`src/rtl/addsub_issuer.sv`:
```
// rtl/addsub_issuer.sv - initiator for the FDTD ALU add/sub unit with in-order, credit-protected result FIFO
//
// Purpose: accepts tagged add/subtract requests, drives the registered add/sub
// unit for one cycle, captures its result one cycle later and queues it in a
// small FIFO. Requests are only accepted when a FIFO slot is guaranteed for the
// result, so downstream backpressure can never drop a result.
//
// Build option: ADDSUB_ISSUER_SAT_EN
//   defined   - signed overflow is detected, results are saturated, RSP_OVF reports it
//   undefined - results wrap (raw AS_S), RSP_OVF is tied to 0
//
// Ports:
//   CLK, RST_N                   clock, synchronous active-low reset
//   REQ_VALID/REQ_READY          request handshake
//   REQ_ADD, REQ_A, REQ_B        op select (1 = A+B, 0 = A-B) and signed operands
//   REQ_TAG                      opaque tag returned with the result
//   AS_CE, AS_ADD, AS_A, AS_B    to the add/sub unit (zero when not issuing)
//   AS_S                         from the add/sub unit, valid one cycle after AS_CE
//   RSP_VALID/RSP_READY          result handshake
//   RSP_S, RSP_TAG, RSP_OVF      head-of-FIFO result (zero when empty)
//   CNT                          FIFO occupancy

module addsub_issuer #(
  parameter int WIDTH = 32,
  parameter int TAG_W = 4,
  parameter int DEPTH = 4
) (
  input  logic                     CLK,
  input  logic                     RST_N,
  input  logic                     REQ_VALID,
  output logic                     REQ_READY,
  input  logic                     REQ_ADD,
  input  logic [WIDTH-1:0]         REQ_A,
  input  logic [WIDTH-1:0]         REQ_B,
  input  logic [TAG_W-1:0]         REQ_TAG,
  output logic                     AS_CE,
  output logic                     AS_ADD,
  output logic [WIDTH-1:0]         AS_A,
  output logic [WIDTH-1:0]         AS_B,
  input  logic [WIDTH-1:0]         AS_S,
  output logic                     RSP_VALID,
  input  logic                     RSP_READY,
  output logic [WIDTH-1:0]         RSP_S,
  output logic [TAG_W-1:0]         RSP_TAG,
  output logic                     RSP_OVF,
  output logic [$clog2(DEPTH):0]   CNT
);

  localparam int AW = $clog2(DEPTH);
  localparam int CW = AW + 1;

  logic             issue;
  logic             push;
  logic             pop;
  logic [CW-1:0]    cnt;
  logic [AW-1:0]    wr_ptr;
  logic [AW-1:0]    rd_ptr;
  logic             infl_v;
  logic [TAG_W-1:0] infl_tag;
  logic [WIDTH-1:0] wr_s;

  logic [WIDTH-1:0] mem_s   [DEPTH];
  logic [TAG_W-1:0] mem_tag [DEPTH];

  // Credit check counts the in-flight result as already occupying a slot.
  // Same-cycle pops are deliberately not credited to keep this path short.
  assign REQ_READY = RST_N & (({1'b0, cnt} + {{CW{1'b0}}, infl_v}) < (CW+1)'(DEPTH));
  assign issue     = REQ_VALID & REQ_READY;

  assign AS_CE  = issue;
  assign AS_ADD = issue ? REQ_ADD : 1'b0;
  assign AS_A   = issue ? REQ_A   : '0;
  assign AS_B   = issue ? REQ_B   : '0;

  // The unit's output is only meaningful the cycle after an issue.
  assign push = infl_v;
  assign pop  = RSP_VALID & RSP_READY;

  assign RSP_VALID = RST_N & (cnt != '0);
  assign RSP_S     = RSP_VALID ? mem_s[rd_ptr]   : '0;
  assign RSP_TAG   = RSP_VALID ? mem_tag[rd_ptr] : '0;
  assign CNT       = RST_N ? cnt : '0;

`ifdef ADDSUB_ISSUER_SAT_EN
  logic             infl_add;
  logic             infl_a_sgn;
  logic             infl_b_sgn;
  logic             ovf;
  logic             mem_ovf [DEPTH];

  // In both overflow cases the true result has the sign of A, so the
  // saturation direction follows A's sign.
  assign ovf = (infl_add ? (infl_a_sgn == infl_b_sgn) : (infl_a_sgn != infl_b_sgn))
               & (AS_S[WIDTH-1] != infl_a_sgn);

  always_comb begin
    wr_s = AS_S;
    if (ovf) begin
      wr_s = infl_a_sgn ? {1'b1, {(WIDTH-1){1'b0}}} : {1'b0, {(WIDTH-1){1'b1}}};
    end
  end

  always_ff @(posedge CLK) begin
    if (issue) begin
      infl_add   <= REQ_ADD;
      infl_a_sgn <= REQ_A[WIDTH-1];
      infl_b_sgn <= REQ_B[WIDTH-1];
    end
    if (push) begin
      mem_ovf[wr_ptr] <= ovf;
    end
  end

  assign RSP_OVF = RSP_VALID ? mem_ovf[rd_ptr] : 1'b0;
`else
  assign wr_s    = AS_S;
  assign RSP_OVF = 1'b0;
`endif

  always_ff @(posedge CLK) begin
    if (!RST_N) begin
      infl_v <= 1'b0;
      wr_ptr <= '0;
      rd_ptr <= '0;
      cnt    <= '0;
    end else begin
      infl_v <= issue;
      if (issue) begin
        infl_tag <= REQ_TAG;
      end
      // DEPTH is a power of two, so pointers wrap by natural overflow.
      if (push) begin
        wr_ptr <= wr_ptr + AW'(1);
      end
      if (pop) begin
        rd_ptr <= rd_ptr + AW'(1);
      end
      case ({push, pop})
        2'b10:   cnt <= cnt + CW'(1);
        2'b01:   cnt <= cnt - CW'(1);
        default: ;
      endcase
    end
  end

  // Storage needs no reset: entries are only visible through cnt.
  always_ff @(posedge CLK) begin
    if (push) begin
      mem_s[wr_ptr]   <= wr_s;
      mem_tag[wr_ptr] <= infl_tag;
    end
  end

endmodule

```
`config.mk`:
```
export PLATFORM = sky130hd
export DESIGN_NAME = addsub_issuer
export DESIGN_NICKNAME = d
export VERILOG_FILES = /design/src/rtl/addsub_issuer.sv
export SDC_FILE = /design/constraint.sdc
export NUM_CORES = 1
export LEC_CHECK = 0
export CAP_MARGIN = 5
export CORE_ASPECT_RATIO = 1.25
export CORE_MARGIN = 2
export CORE_UTILIZATION = 46
export CTS_CLUSTER_SIZE = 8
export DETAILED_ROUTE_END_ITERATION = 10
export PLACE_DENSITY = 0.8
export SLEW_MARGIN = 20
export SYNTH_ARGS = -nofsm -noshare
export SYNTH_HDL_FRONTEND = slang
export SYNTH_SLANG_ARGS = --single-unit
```
`constraint.sdc`:
```
create_clock -name CLK -period 2.3 [get_ports CLK]
set_input_delay 0.345 -clock CLK [delete_from_list [all_inputs] [get_ports CLK]]
set_output_delay 0.345 -clock CLK [all_outputs]
set_load 0.005 [all_outputs]
```
; Word-level counts from Yosys, hierarchy flattened
; Memories as Yosys holds them, arrays and structs flattened. A register that Yosys moved wholly into a read port is not among the register bits.
; Cells that the tools add are included.
[word_totals]
output_inout_bits = 108
n_memories = 2
ff_bits = 12
ram_bits = 144
elab_cells = 35
[memory_table]
columns = name, words, width, rd, rd_ports_with_merged_regs, wr, line_no
row1 = mem_s, 4, 32, 1, 1, 1, 62  ; logic [WIDTH-1:0] mem_s [DEPTH];
row2 = mem_tag, 4, 4, 1, 1, 1, 63  ; logic [TAG_W-1:0] mem_tag [DEPTH];
[classes]
mux = 13
n_reduce_logical = 3
n_bitwise = 4
n_addsub = 5
eq_ne = 2
order_cmp = 1
[ops]
columns = operator, n
row1 = 32-bit 2-to-1 mux, 3
row2 = 2-bit 2-to-1 mux, 4
row3 = 3-bit one-hot mux with 2 select lines, 1
row4 = 2-bit by 1-bit adder with 2-bit output (second input constant), 2
row5 = 3-bit by 1-bit adder with 4-bit output, 1
row6 = 1-bit bitwise AND, 4
row7 = 4-bit by 3-bit < comparator with 1-bit output (second input constant), 1
row8 = 4-bit 2-to-1 mux, 1
row9 = 3-bit by 1-bit adder with 3-bit output (second input constant), 1
row10 = 1-bit 2-to-1 mux, 3
row11 = 3-bit 2-to-1 mux, 1
row12 = 3-bit nonzero test, 1
row13 = 3-bit by 1-bit subtractor with 3-bit output (second input constant), 1
row14 = 2-bit by 1-bit == test with 1-bit output (second input constant), 1
row15 = 2-bit == test (second input constant), 1
row16 = 2-bit AND reduction, 1
row17 = 2-bit nonzero test, 1

; Longest topological paths before layout
[depth]
word_depth = 5
mapped_depth = 10
mapped_depth_nobuf = 9

; Worst setup path before layout
; No wires, ideal clock.
[synth_path]
path_type = register to register
startpoint = register cnt[0]
endpoint = register cnt[1]
period_less_slack_ns = 1.973
t_arrival_ns = 1.914
stages_incl_launch_ff = 10
slack_ns = 0.327
required_ns = 2.241
path_cell_list = dfxtp_1 > buf_6 > o31ai_4 > inv_1 > and2_1 > ha_1 > inv_1 > fa_1 > o21ai_0 > and2_1
[synth_between]
elab_chain_cells = 5
word_cells_on_any_way = 9
cone_classes = add/sub: 2 / eq/ne: 2 / mux: 1 / bitwise: 2 / reduce/logical: 2
[synth_rtl]
columns = element, line_no
row1 = "start, declared", 55  ; logic [CW-1:0] cnt;
row2 = "start signal, assigned", 139  ; 2'b10: cnt <= cnt + CW'(1);
row3 = "start signal, assigned", 140  ; 2'b01: cnt <= cnt - CW'(1);
row4 = 3-bit nonzero test (*), 79  ; assign RSP_VALID = RST_N & (cnt != '0);
row5 = 1-bit bitwise AND (*), 79
row6 = named net RSP_VALID, 41  ; output logic RSP_VALID,
row7 = 1-bit bitwise AND (*), 77  ; assign pop = RSP_VALID & RSP_READY;
row8 = named net pop, 54  ; logic pop;
row9 = 2-bit by 1-bit == test with 1-bit output or 2-bit == test (tied branches), 138  ; case ({push, pop})
row10 = 3-bit one-hot mux with 2 select lines or 2-bit nonzero test (tied branches), --
; The timed path passes the listed nets; every way through them passes the cells marked *.
; A chain may end at the register's enable or synchronous reset.

==> reports/metrics.cfg <==
[power]
p_clk_share_pct = 36.6
vdd_drop_max_mv = 0.497
power_frac_seq_pct = 45.1
switching_share_pct = 21.6
power_switching_mw = 1.57
p_int_mw = 5.71
combinationalPowerShare_pct = 18.3
p_leak_nw = 3.87
power.density_nw_per_um2 = 711

[clock_network]
cts_tree = yes
hold_buffers = 0
clk_pin_slew_ps = 60
clockBufferDepth = 2
cts_root_buf = clkbuf_16
htreeDepth = 4
numCtsBuffers = 17
cts.sinks = 158
clk_latency_ps = 420

[floorplan]
die-width_um = 112
die_y_um = 139
core_area_um2 = 14300
num_io_pins = 213
placement_rows = 49
initial_core_util_pct = 46.6
fp.dieArea_um2 = 15500

[sta]
finalMaxSlewViolations = 0
setup_slack_ps = -40.0
fin_crit_sh_pct = 102
finalHoldWorstSlack_ps = 493
max_freq_mhz = 427
worst_pin_slew_ps = 1010
setup_viol = 4
rsz0062_at_grt = yes
period_minus_slack_ps = 2340
fin_worst_skew_ps = 10.3
relSlewSlack_pct = 32.5
final_hold_viol_count = 0

[run_status]
status = complete, but fails checks
violations = setup timing

[synth]
ys_types = 29
synth.area.top_cells = edfxtp_1 (67%), mux4_2 (9.1%), and2_1 (7.4%), mux4_1 (3.6%), dfxtp_1 (3.0%)
yosysTopAreaCellShare_pct = 66.7
synth_common_cells = edfxtp_1 (148), and2_1 (79), nor2b_1 (29)
netlist_area_um2 = 6660
ys.flop_type = edfxtp_1
async_flop_share_pct = 0
synth_top_area_cell = edfxtp_1
syn_nets = 477
yosysMostFrequentCell = edfxtp_1
yosys_warnings = 0
synth_seq_cells = 158
synth_edf_count = 148
syn_area_per_cell_um2 = 18.2
synthCells = 366
seq_area_frac_synth_pct = 69.7

[placed_design]
gp_congestion = 0.785
post_dp_cell_area_um2 = 9080
portBuffers = 211
hpwl_mm = 11.7
dp.cells = 748
pre_cts_ws_ps = -250

[final_layout]
area_growth_syn_to_layout_pct = 53.8
utilization_pct = 71.7
nNetsFinal = 740
drive_above_1_share_pct = 40.3
post-route-cell-area_um2 = 10200
stdcell_count = 825
fillCellCount = 933

[global_routing]
grt_max_degree = 37
grt_overflow = 0
grt_pass1_vias = 4632
grt_first_pass_wirelength_mm = 27.1
grt_usage_pct = 24.1
antenna_found_initial = 6

[critical_path]
required_ps = 1960
cp-end-kind = output port
critPathLaunchType = flip-flop
crit_type = reg -> out
cp_data_arrival_time_ps = 2000
path_max_fanout = 7

[run]
cap_violations = 0

[detailed_routing]
vias = 4255
drt_iter0_drc = 280
wl_per_cell_um = 22.9
antenna_left = 0
avgViaCountPerCell = 5.16
drt-total-wl_mm = 18.9
route.detailed.drc = 0
drt_first_pass_iters = 4

[hold_path]
holdCritPathClass = in -> reg

worst paths after layout:
path	start	slack (ps)	cells after the start	to
worst min-delay path	REQ_TAG[2]	490	1	infl_tag[2]$_DFFE_PP_
worst max register to register	cnt[2]$_SDFFE_PN0P_	110	10	cnt[1]$_SDFFE_PN0P_
worst max-delay path	flip-flop	-40	5	RSP_S[18]
worst min register to register	infl_tag[3]$_DFFE_PP_	500	0	mem_tag[0][3]$_DFFE_PP_
cell type report:
type                       count  area (um^2)  share of cell area [%]
multi-input combinational    177         1980                    19.3
clock inverter                 8         48.8                   0.476
antenna                        5         12.5                   0.122
timing repair buffer         267         2750                    26.9
inverter                       8         30.0                   0.293
clock buffer                  24          536                    5.23
sequential                   158         4660                    45.5
tap                          178          223                    2.17
layout by cell type, fill, tap and decap left out, types with 2 or more instances in the layout:
| cell | netlist | routed |
|---|---|---|
| clkdlybuf4s15_1 | 0 | 14 |
| a311oi_1 | 2 | 2 |
| inv_1 | 8 | 8 |
| edfxtp_1 | 148 | 148 |
| inv_4 | 0 | 2 |
| buf_4 | 2 | 22 |
| mux4_2 | 27 | 33 |
| and2_4 | 0 | 38 |
| buf_2 | 6 | 7 |
| clkbuf_2 | 5 | 37 |
| and2b_1 | 8 | 8 |
| o31ai_1 | 2 | 2 |
| buf_8 | 0 | 4 |
| clkbuf_8 | 0 | 2 |
| xnor2_1 | 3 | 3 |
| and2_1 | 79 | 37 |
| xor2_1 | 2 | 2 |
| diode_2 | 0 | 5 |
| dfxtp_4 | 0 | 3 |
| clkinv_2 | 0 | 4 |
| mux4_1 | 9 | 3 |
| clkbuf_16 | 0 | 26 |
| ha_1 | 5 | 5 |
| clkbuf_1 | 5 | 2 |
| buf_6 | 4 | 46 |
| dfxtp_2 | 0 | 2 |
| buf_12 | 1 | 12 |
| nor2b_4 | 0 | 8 |
| and2_2 | 0 | 4 |
| dlygate4sd2_1 | 0 | 7 |
| nor2b_1 | 29 | 21 |
| clkdlybuf4s50_1 | 0 | 107 |
| dfxtp_1 | 10 | 5 |
| buf_16 | 0 | 3 |
layer usage:
metal | global-route usage, % | share of wire [%] | vias to the layer above
li1 | - | - | 1911
met1 | 27.6 | 35 | 2106
met2 | 43.1 | 55 | 210
met3 | 6.73 | 7.4 | 26
met4 | 8.51 | 3.1 | 2
met5 | 0 | 0.069 | -
logic make-up after synthesis:
logic type	after synthesis	synth area share (%)
flip-flops	158	69.7
AND/OR/NAND/NOR	118	11.3
multiplexers	37	12.8
buffers and inverters	31	2.76
AO/OA/AOI/OAI	10	1.41
adder cells (fa/ha/maj)	6	1.24
XOR/XNOR	5	0.658
other	1	0.0563
repair_timing:
item                                    4_1_cts  5_1_grt
hold endpoints to repair                      0        0
pin swaps                                     7       28
setup buffers                                16       18
resized for setup                           250      200
endpoints found under the setup margin      102       91
cloned                                        7        6
power by group through the flow:
stage | Sequential (mW) | Clock [mW] | Combinational, mW
2_1_floorplan | 3.31 | 0 | 0.495
3_3_place_gp | 3.33 | 0 | 1.02
3_5_place_dp | 3.34 | 0 | 1.04
4_1_cts | 3.28 | 2.71 | 1.14
5_1_grt | 3.29 | 2.83 | 1.42
6_report | 3.28 | 2.67 | 1.33
worst max-delay path: stages, from the launching register on:
cell           delay (ps)
dfxtp_4               400
buf_12                120
buf_12                120
mux4_2                530
nor2b_1               150
dlygate4sd2_1         260
flip-flops by register name, indices dropped and copies added, names as in the netlist, named ones only:
name and flops:
mem_tag 16, wr_ptr 2, cnt 3, mem_s 128
rd_ptr 2, infl_v 1, infl_tag 4
metrics by stage:
step / total power [mW] / setup TNS (ps)
global route: 7.54 / -1720
detailed placement: 4.38 / -13290
floorplan: 3.81 / 0
global placement: 4.36 / -12050
finish: 7.28 / -74.6
CTS: 7.13 / -674
No activity file was read; power rests on OpenSTA's default activity.
